<file path="src/rtl/pipe_ctrl_pkg.sv">
// Shared pipeline-control constants: stall encodings, stage indices
// and interrupt FSM states.
package pipe_ctrl_pkg;

    localparam logic STOP   = 1'b1;
    localparam logic NOSTOP = 1'b0;

    localparam logic [5:0] STALL_MEM  = 6'b011111;
    localparam logic [5:0] STALL_EXE  = 6'b001111;
    localparam logic [5:0] STALL_ID   = 6'b000111;
    localparam logic [5:0] STALL_IF   = 6'b000011;
    localparam logic [5:0] STALL_NONE = 6'b000000;

    localparam int STG_PC      = 0;
    localparam int STG_IF_ID   = 1;
    localparam int STG_ID_EXE  = 2;
    localparam int STG_EXE_MEM = 3;
    localparam int STG_MEM_WB  = 4;
    localparam int STG_WB      = 5;

    typedef enum logic [1:0] {
        IDLE  = 2'd0,
        DRAIN = 2'd1,
        FLUSH = 2'd2
    } int_state_t;

    // Fixed priority MEM > EXE > ID > IF.
    function automatic logic [5:0] stall_sel(
        input logic mem,
        input logic exe,
        input logic id,
        input logic ifs
    );
        if (mem)
            return STALL_MEM;
        else if (exe)
            return STALL_EXE;
        else if (id)
            return STALL_ID;
        else if (ifs)
            return STALL_IF;
        return STALL_NONE;
    endfunction

endpackage

</file>
<file path="src/rtl/pipe_ctrl_wdog.sv">
// Bus-stall watchdog: pulses after WDOG_CYCLES consecutive MEM stalls,
// then restarts counting from zero.
module pipe_ctrl_wdog #(
    parameter int WDOG_CYCLES = 1024,
    parameter int WDOG_W      = 11
) (
    input  logic clk_i,
    input  logic rst_i,
    input  logic stall_i,
    output logic timeout_o
);

    localparam logic [WDOG_W-1:0] LAST = WDOG_W'(WDOG_CYCLES - 1);

    logic [WDOG_W-1:0] cnt;
    logic              hit;

    assign hit       = stall_i && (cnt == LAST);
    assign timeout_o = hit;

    always_ff @(posedge clk_i or posedge rst_i) begin
        if (rst_i)
            cnt <= '0;
        else if (!stall_i || hit)
            cnt <= '0;
        else
            cnt <= cnt + WDOG_W'(1);
    end

endmodule

</file>
<file path="src/rtl/pipe_ctrl.sv">
// Central pipeline controller: stall arbitration, jump/interrupt
// redirect sequencing and bus-stall watchdog.
module pipe_ctrl
    import pipe_ctrl_pkg::*;
#(
    parameter int ADDR_WIDTH  = 32,
    parameter int WDOG_CYCLES = 1024,
    parameter int WDOG_W      = 11
) (
    input  logic                  clk_i,
    input  logic                  rst_i,
    input  logic                  stallreq_if_i,
    input  logic                  stallreq_id_i,
    input  logic                  stallreq_exe_i,
    input  logic                  stallreq_mem_i,
    input  logic                  jump_req_i,
    input  logic [ADDR_WIDTH-1:0] jump_addr_i,
    input  logic                  int_req_i,
    input  logic [ADDR_WIDTH-1:0] int_addr_i,
    output logic [5:0]            stall_o,
    output logic                  flush_jump_o,
    output logic                  flush_int_o,
    output logic                  redirect_o,
    output logic [ADDR_WIDTH-1:0] redirect_addr_o,
    output logic                  int_ack_o,
    output logic                  timeout_o
);

    int_state_t            state;
    logic                  pending;
    logic [ADDR_WIDTH-1:0] jump_addr_q;
    logic [ADDR_WIDTH-1:0] int_addr_q;

    logic                  frozen;
    logic                  idle;
    logic                  in_flush;
    logic                  jump_fire;
    logic [ADDR_WIDTH-1:0] jump_target;
    logic                  wdog_hit;

    assign frozen   = stallreq_mem_i | stallreq_exe_i;
    assign idle     = (state == IDLE);
    assign in_flush = (state == FLUSH);

    // An interrupt accepted this cycle discards any jump.
    assign jump_fire = idle && !int_req_i && !frozen
                    && (jump_req_i || pending);

    assign jump_target = jump_req_i ? jump_addr_i : jump_addr_q;

    always_ff @(posedge clk_i or posedge rst_i) begin
        if (rst_i) begin
            state       <= IDLE;
            pending     <= 1'b0;
            jump_addr_q <= '0;
            int_addr_q  <= '0;
        end else begin
            unique case (state)
                IDLE: begin
                    if (int_req_i) begin
                        int_addr_q <= int_addr_i;
                        state      <= frozen ? DRAIN : FLUSH;
                    end
                end
                DRAIN: begin
                    if (!frozen)
                        state <= FLUSH;
                end
                FLUSH:   state <= IDLE;
                default: state <= IDLE;
            endcase

            if (!idle || int_req_i || jump_fire) begin
                pending <= 1'b0;
            end else if (jump_req_i) begin
                pending     <= 1'b1;
                jump_addr_q <= jump_addr_i;
            end
        end
    end

    always_comb begin
        stall_o         = STALL_NONE;
        flush_jump_o    = 1'b0;
        flush_int_o     = 1'b0;
        redirect_o      = 1'b0;
        int_ack_o       = 1'b0;
        redirect_addr_o = '0;
        if (!rst_i) begin
            stall_o = stall_sel(stallreq_mem_i, stallreq_exe_i,
                                stallreq_id_i, stallreq_if_i);
            if (in_flush) begin
                stall_o         = STALL_NONE;
                flush_int_o     = 1'b1;
                redirect_o      = 1'b1;
                int_ack_o       = 1'b1;
                redirect_addr_o = int_addr_q;
            end else if (jump_fire) begin
                stall_o[STG_ID_EXE:STG_PC] = {3{NOSTOP}};
                flush_jump_o    = 1'b1;
                redirect_o      = 1'b1;
                redirect_addr_o = jump_target;
            end
        end
    end

    pipe_ctrl_wdog #(
        .WDOG_CYCLES(WDOG_CYCLES),
        .WDOG_W     (WDOG_W)
    ) u_wdog (
        .clk_i    (clk_i),
        .rst_i    (rst_i),
        .stall_i  (stallreq_mem_i),
        .timeout_o(wdog_hit)
    );

    assign timeout_o = wdog_hit && !rst_i;

endmodule

</file>
<file path="config.mk">
export PLATFORM = sky130hd
export DESIGN_NAME = pipe_ctrl
export DESIGN_NICKNAME = d
export VERILOG_FILES = /design/src/rtl/pipe_ctrl_pkg.sv /design/src/rtl/pipe_ctrl_wdog.sv /design/src/rtl/pipe_ctrl.sv
export SDC_FILE = /design/constraint.sdc
export NUM_CORES = 1
export LEC_CHECK = 0
export BUFFER_PORTS_ARGS = -buffer_cell sky130_fd_sc_hd__buf_2
export CORE_MARGIN = 4
export CORE_UTILIZATION = 52
export CTS_CLUSTER_SIZE = 10
export DETAILED_ROUTE_END_ITERATION = 7
export HOLD_SLACK_MARGIN = 0.02
export MAX_ROUTING_LAYER = met4
export PLACE_DENSITY = 0.89
export REMOVE_ABC_BUFFERS = 1
export SLEW_MARGIN = 25
export SYNTH_ARGS = -nofsm -noshare
export SYNTH_HDL_FRONTEND = slang
export SYNTH_SLANG_ARGS = --single-unit
</file>
<file path="constraint.sdc">
create_clock -name clk_i -period 5.4 [get_ports clk_i]
set_input_delay 1.08 -clock clk_i [delete_from_list [all_inputs] [get_ports clk_i]]
set_output_delay 1.08 -clock clk_i [all_outputs]
set_load 0.01 [all_outputs]
</file>
Yosys cells after proc, flatten, opt, wreduce, memory -nomap -nowiden
Cells that the tools add are included.
{"block": "word_totals", "ff_bits": 78, "input_bits": 72, "word_cells": 62}
{"block": "op_classes", "add_sub_neg": 1, "n_eq_ne": 5, "mux": 32, "n_bitwise": 1, "reduce_logical": 18}
{"operator": "32-bit 2-to-1 mux", "n": 4}
{"operator": "6-bit 2-to-1 mux", "n": 6}
{"operator": "1-bit 2-to-1 mux", "n": 14}
{"operator": "11-bit by 1-bit adder with 11-bit output (second input constant)", "n": 1}
{"operator": "11-bit by 10-bit equality test with 1-bit output (second input constant)", "n": 1}
{"operator": "11-bit 2-to-1 mux", "n": 1}
{"operator": "3-bit 2-to-1 mux", "n": 3}
{"operator": "2-bit 2-to-1 mux", "n": 3}
{"operator": "1-bit logical AND", "n": 5}
{"operator": "1-bit logical NOT", "n": 5}
{"operator": "1-bit logical OR", "n": 4}
{"operator": "2-bit != test (second input constant)", "n": 2}
{"operator": "2-bit one-hot mux with 2 select lines", "n": 1}
{"operator": "2-bit AND reduction", "n": 2}
{"operator": "2-bit by 1-bit equality test with 1-bit output (second input constant)", "n": 1}
{"operator": "2-bit equality test (second input constant)", "n": 1}
{"operator": "2-bit logical NOT", "n": 1}
{"operator": "2-bit nonzero test", "n": 1}
{"operator": "1-bit OR", "n": 1}

Longest topological paths before layout
{"block": "logic_depth", "depth_word": 9, "depth_mapped": 5}

Modules after synthesis
From an unflattened synthesis, not the netlist that was laid out.
{"block": "unflattened", "cells_unflattened": 319, "area_unflattened_um2": 3881.2}
{"mod": "pipe_ctrl", "n_inst": 1, "cells_each": 263, "area_per_inst_um2": 3330.7}
{"mod": "pipe_ctrl_wdog", "n_inst": 1, "cells_each": 56, "area_per_inst_um2": 550.5}

Worst setup path after synthesis
No wires, ideal clock.
{"block": "synth_path", "path_kind": "input to output", "startpoint": "input rst_i", "endpoint": "output stall_o[1]", "arrival_time_ns": 3.995, "t_required_ns": 4.320, "slack_ns": 0.325, "stages": 5, "n_path_buf": 2, "path_cell_list": "inv_1 > nand2_1 > clkbuf_1 > a21oi_1 > buf_4"}
{"block": "synth_via", "elab_chain_len": 1}
{"element": "start: declaration", "line": "pipe_ctrl.sv:11", "rtl": "input logic rst_i,"}
{"element": "6-bit 2-to-1 mux", "line": "pipe_ctrl.sv:89", "rtl": "if (!rst_i) begin"}
{"element": "end: declaration", "line": "pipe_ctrl.sv:20", "rtl": "output logic [5:0] stall_o,"}
No other way between the ends.

Worst setup path after layout
{"block": "layout_path", "startpoint": "input stallreq_mem_i", "endpoint": "output redirect_addr_o[16]"}
{"block": "layout_via", "elab_chain_len": 7}
{"element": "start: declaration", "line": "pipe_ctrl.sv:15", "rtl": "input logic stallreq_mem_i,"}
{"element": "1-bit OR", "line": "pipe_ctrl.sv:41", "rtl": "assign frozen = stallreq_mem_i | stallreq_exe_i;"}
{"element": "1-bit logical NOT"}
{"element": "1-bit logical AND", "line": "pipe_ctrl.sv:46", "rtl": "assign jump_fire = idle && !int_req_i && !frozen"}
{"element": "1-bit logical AND", "line": "pipe_ctrl.sv:47", "rtl": "&& (jump_req_i || pending);"}
{"element": "32-bit 2-to-1 mux", "line": "pipe_ctrl.sv:98", "rtl": "end else if (jump_fire) begin"}
{"element": "32-bit 2-to-1 mux", "line": "pipe_ctrl.sv:92", "rtl": "if (in_flush) begin"}
{"element": "32-bit 2-to-1 mux", "line": "pipe_ctrl.sv:89"}
{"element": "end: declaration", "line": "pipe_ctrl.sv:24", "rtl": "output logic [ADDR_WIDTH-1:0] redirect_addr_o,"}
No other way between the ends.

==> results.md <==
* Initial DRC Count at 105
* # resized after CTS at 0
* Number of vias in the routed layout at 2919
* Hold Slack at 0.499 ns
* Final routed wirelength across all metal layers at 8730 µm
* TritonCTS clock tree: yes
* Total CTS buffers at 9
* Starting utilization of the core area at 0.535
* Startpoint of the tightest hold check path: u_wdog.cnt[0]$_DFF_PP0_
* Area after DPL at 0.00450 mm²
* Launching instance or port of the critical path: stallreq_mem_i
* Count of cells along the worst register-to-register path at 4
* Global placer's final weighted congestion at 0.892
* Dpl hpwl at 6270 µm
* Number of buffer and inverter instances along the worst setup path at 3
* Run status: finished clean
* Clock tree root driver cell: clkbuf_8
* Share of synthesized registers carrying an async set or reset at 1.00
* Cell count after synthesis at 325
* Clock sink count at 78
* CTS max path bufs at 2
* Final Setup Violations at 0
* Slew at the pin closest to its max-slew limit at 0.860 ns
* Ratio of cells with drive above 1 in the final layout at 0.468
* Total inserted antenna cells at 0
* Flops & latches, synth at 78
* Placed cells at 521
* Worst max-slew margin expressed relative to the limit at 0.426
* Final cell utilization of the core at 0.651
* Longest individual stage delay on the worst path at 0.50 ns
* Commonest non-fill, non-tap cells in the layout: buf_2, dfrtp_1, mux2_2, nand2_1, o31ai_1
* Total number of nets in the final design at 506
* Startpoint of the worst-slack reg-to-reg timing path: state[0]$_DFFE_PP0P_
* Detailed Routing Iterations Pass 1 at 7
* Sequential area share after synthesis at 0.503
* P&R area growth vs syn at 21.7%
* Cell Area, Synth at 0.00388 mm²
* Post-Layout Inst Area at 0.00472 mm²
* RSZ-0062 raised after global routing: no
* Avg Synthesized Cell Area at 11.9 µm²
* Cell-by-cell listing of the critical path: buf_2 -> nor2_2 -> nand3b_1 -> buf_4 -> o31ai_1 -> buf_2
* Detailed-route DRC error count at 0
* Maximum clock rate at 0.250 GHz
* Number of global-route vias before repair at 3043
* Pin count of the biggest net entering global routing at 58
* Worst-path cell with the longest stage delay: nand3b_1
* Crit start category: input port
* Leakage Power at 0.00220 µW
* Die X at 94.4 µm
* Tot GR Track Use at 0.214
* Total of max-cap violations at 0
* Die area at 0.00890 mm²
* Total global routing overflow at 0
* Hold buffers post-CTS at 0
* Worst Hold End: u_wdog.cnt[0]$_DFF_PP0_
* Clock-pin slew reported for the worst setup and hold paths after clock tree synthesis at 0.07 ns
* Site row count at 31
* Vias per cell at 5.44
* Power Density at 327 mW/mm²
* Area of the placeable core at 0.00725 mm²
* Synth top area share at 0.503
* Wire length of the first global-routing pass at 14600 µm
* Number of synthesized flops with an enable pin at 0
* Cell family contributing the most delay on the critical path: simple AND/OR/NAND/NOR gates
* Number of pins exceeding their max-slew limit in the final report at 0
* Fin. Hold Viols at 0
* Endpoint of the lowest-slack register-to-register path: jump_addr_q[1]$_DFFE_PP0N_
* Initial antenna violation count at 0
* Worst hold path depth at 1
* Count of fill cells added during filler insertion at 556
* Worst EP required at 4.32 ns
* Main area contributors after synthesis: dfrtp_1, mux2_2, mux2i_1
* Ports placed on the boundary at 115
* Data arrival time at the worst-slack endpoint at 2.92 ns
* Type of the worst setup path: input port to output pin
* Type of element capturing the critical path: output pin
* Most frequent standard cell in the layout excluding fill and tap cells: buf_2
* Synth Flop Type: dfrtp_1
* Hold Crit Class: register to register
* Maximum level of the CTS H-tree at 3
* Height of the chip at 94.4 µm
* Number of buffer cells added on primary ports at 113
* Library cells used by synthesis at 36
* Setup bufs post-CTS at 0
* WL per Instance at 16.3 µm
* Maximum clock skew at final layout at 0.00824 ns
* Post-layout min period at 4.00 ns
* Worst VDD drop at 182 µV
* YS warnings at 0
* Share of the cycle needed by the critical path after routing at 0.741
* Setup TNS after final layout at 0 ns
* Cell type contributing the most total cell area after synthesis: dfrtp_1
* Antenna-violating nets left at 0
* Largest driver fanout on the critical path at 21
* Cell repeated most along the worst path: buf_2
* Stages on worst setup path at 6
* Worst reg-to-reg setup slack at 2.99 ns
* Clock latency on the worst-skew pair at 0.33 ns
* Fin cells at 537
-- sequential cells by signal (all words and copies together), names as in the netlist --
name / flops
pending: 1
state: 2
u_wdog.cnt: 11
int_addr_q: 32
jump_addr_q: 32
-- worst max path at each step --
stage                                to  slack [ns]
floorplan                    stall_o[0]       -0.25
detailed placement   redirect_addr_o[2]        1.42
global placement    redirect_addr_o[20]        1.55
global route        redirect_addr_o[15]        1.25
CTS                  redirect_addr_o[2]        1.42
finish              redirect_addr_o[16]        1.40
-- cell families (layout without fill, tap and decap cells) --
kind of cell             Yosys count  count (layout)  share of synthesized area
flip-flops                        78              78                      0.503
buffers and inverters             27             140                     0.0371
adder cells (fa/ha/maj)            1               1                    0.00323
other                              1               1                   0.000967
multiplexers                      96              96                      0.268
AO/OA/AOI/OAI                     50              50                     0.0916
XOR/XNOR                           3               3                    0.00678
AND/OR/NAND/NOR                   69              69                     0.0884
-- synthesized netlist by cell type (2+ instances only) --
cell type   n
mux2i_1    32
nand4_1     2
buf_2       7
or3_1       3
nand2_1    36
o31ai_1    35
or4_1       3
nor3_1      3
buf_1       2
xnor2_1     2
buf_6       3
nor2_1      9
nand3_1     3
clkbuf_1    8
buf_4       3
o21ai_0     4
dfrtp_1    78
a21oi_1     7
and3_1      2
mux2_2     64
inv_1       4
-- report_power, final --
group          total (µW)  switching (µW)  internal, µW
registers             785            68.8           716
logic                 289             124           166
clock network         467             205           262
total                1540             398          1140
-- through the flow --
step / power, µW / setup slack, ns
floorplan: 980 / -0.247
global placement: 1060 / 1.55
detailed placement: 1090 / 1.42
CTS: 1560 / 1.42
global route: 1630 / 1.25
finish: 1540 / 1.40
-- final cells by class --
type	count	area, µm²	share of cell area
Sequential cell	78	1950	0.414
Multi-Input combinational cell	220	1790	0.380
Timing Repair Buffer	120	618	0.131
Clock buffer	11	131	0.0278
Tap cell	99	124	0.0263
Clock inverter	5	83.8	0.0178
Inverter	4	16.3	0.00345
-- metal layers --
layer | part of all wire | track usage | wire, µm | up-vias
li1 | - | - | - | 1394
met1 | 0.44 | 0.277 | 3840 | 1432
met2 | 0.49 | 0.348 | 4280 | 83
met3 | 0.056 | 0.0303 | 487 | 10
met4 | 0.014 | 0.0782 | 121 | 0
met5 | 0 | - | 0 | -
Power figures use the tool's default switching activity.
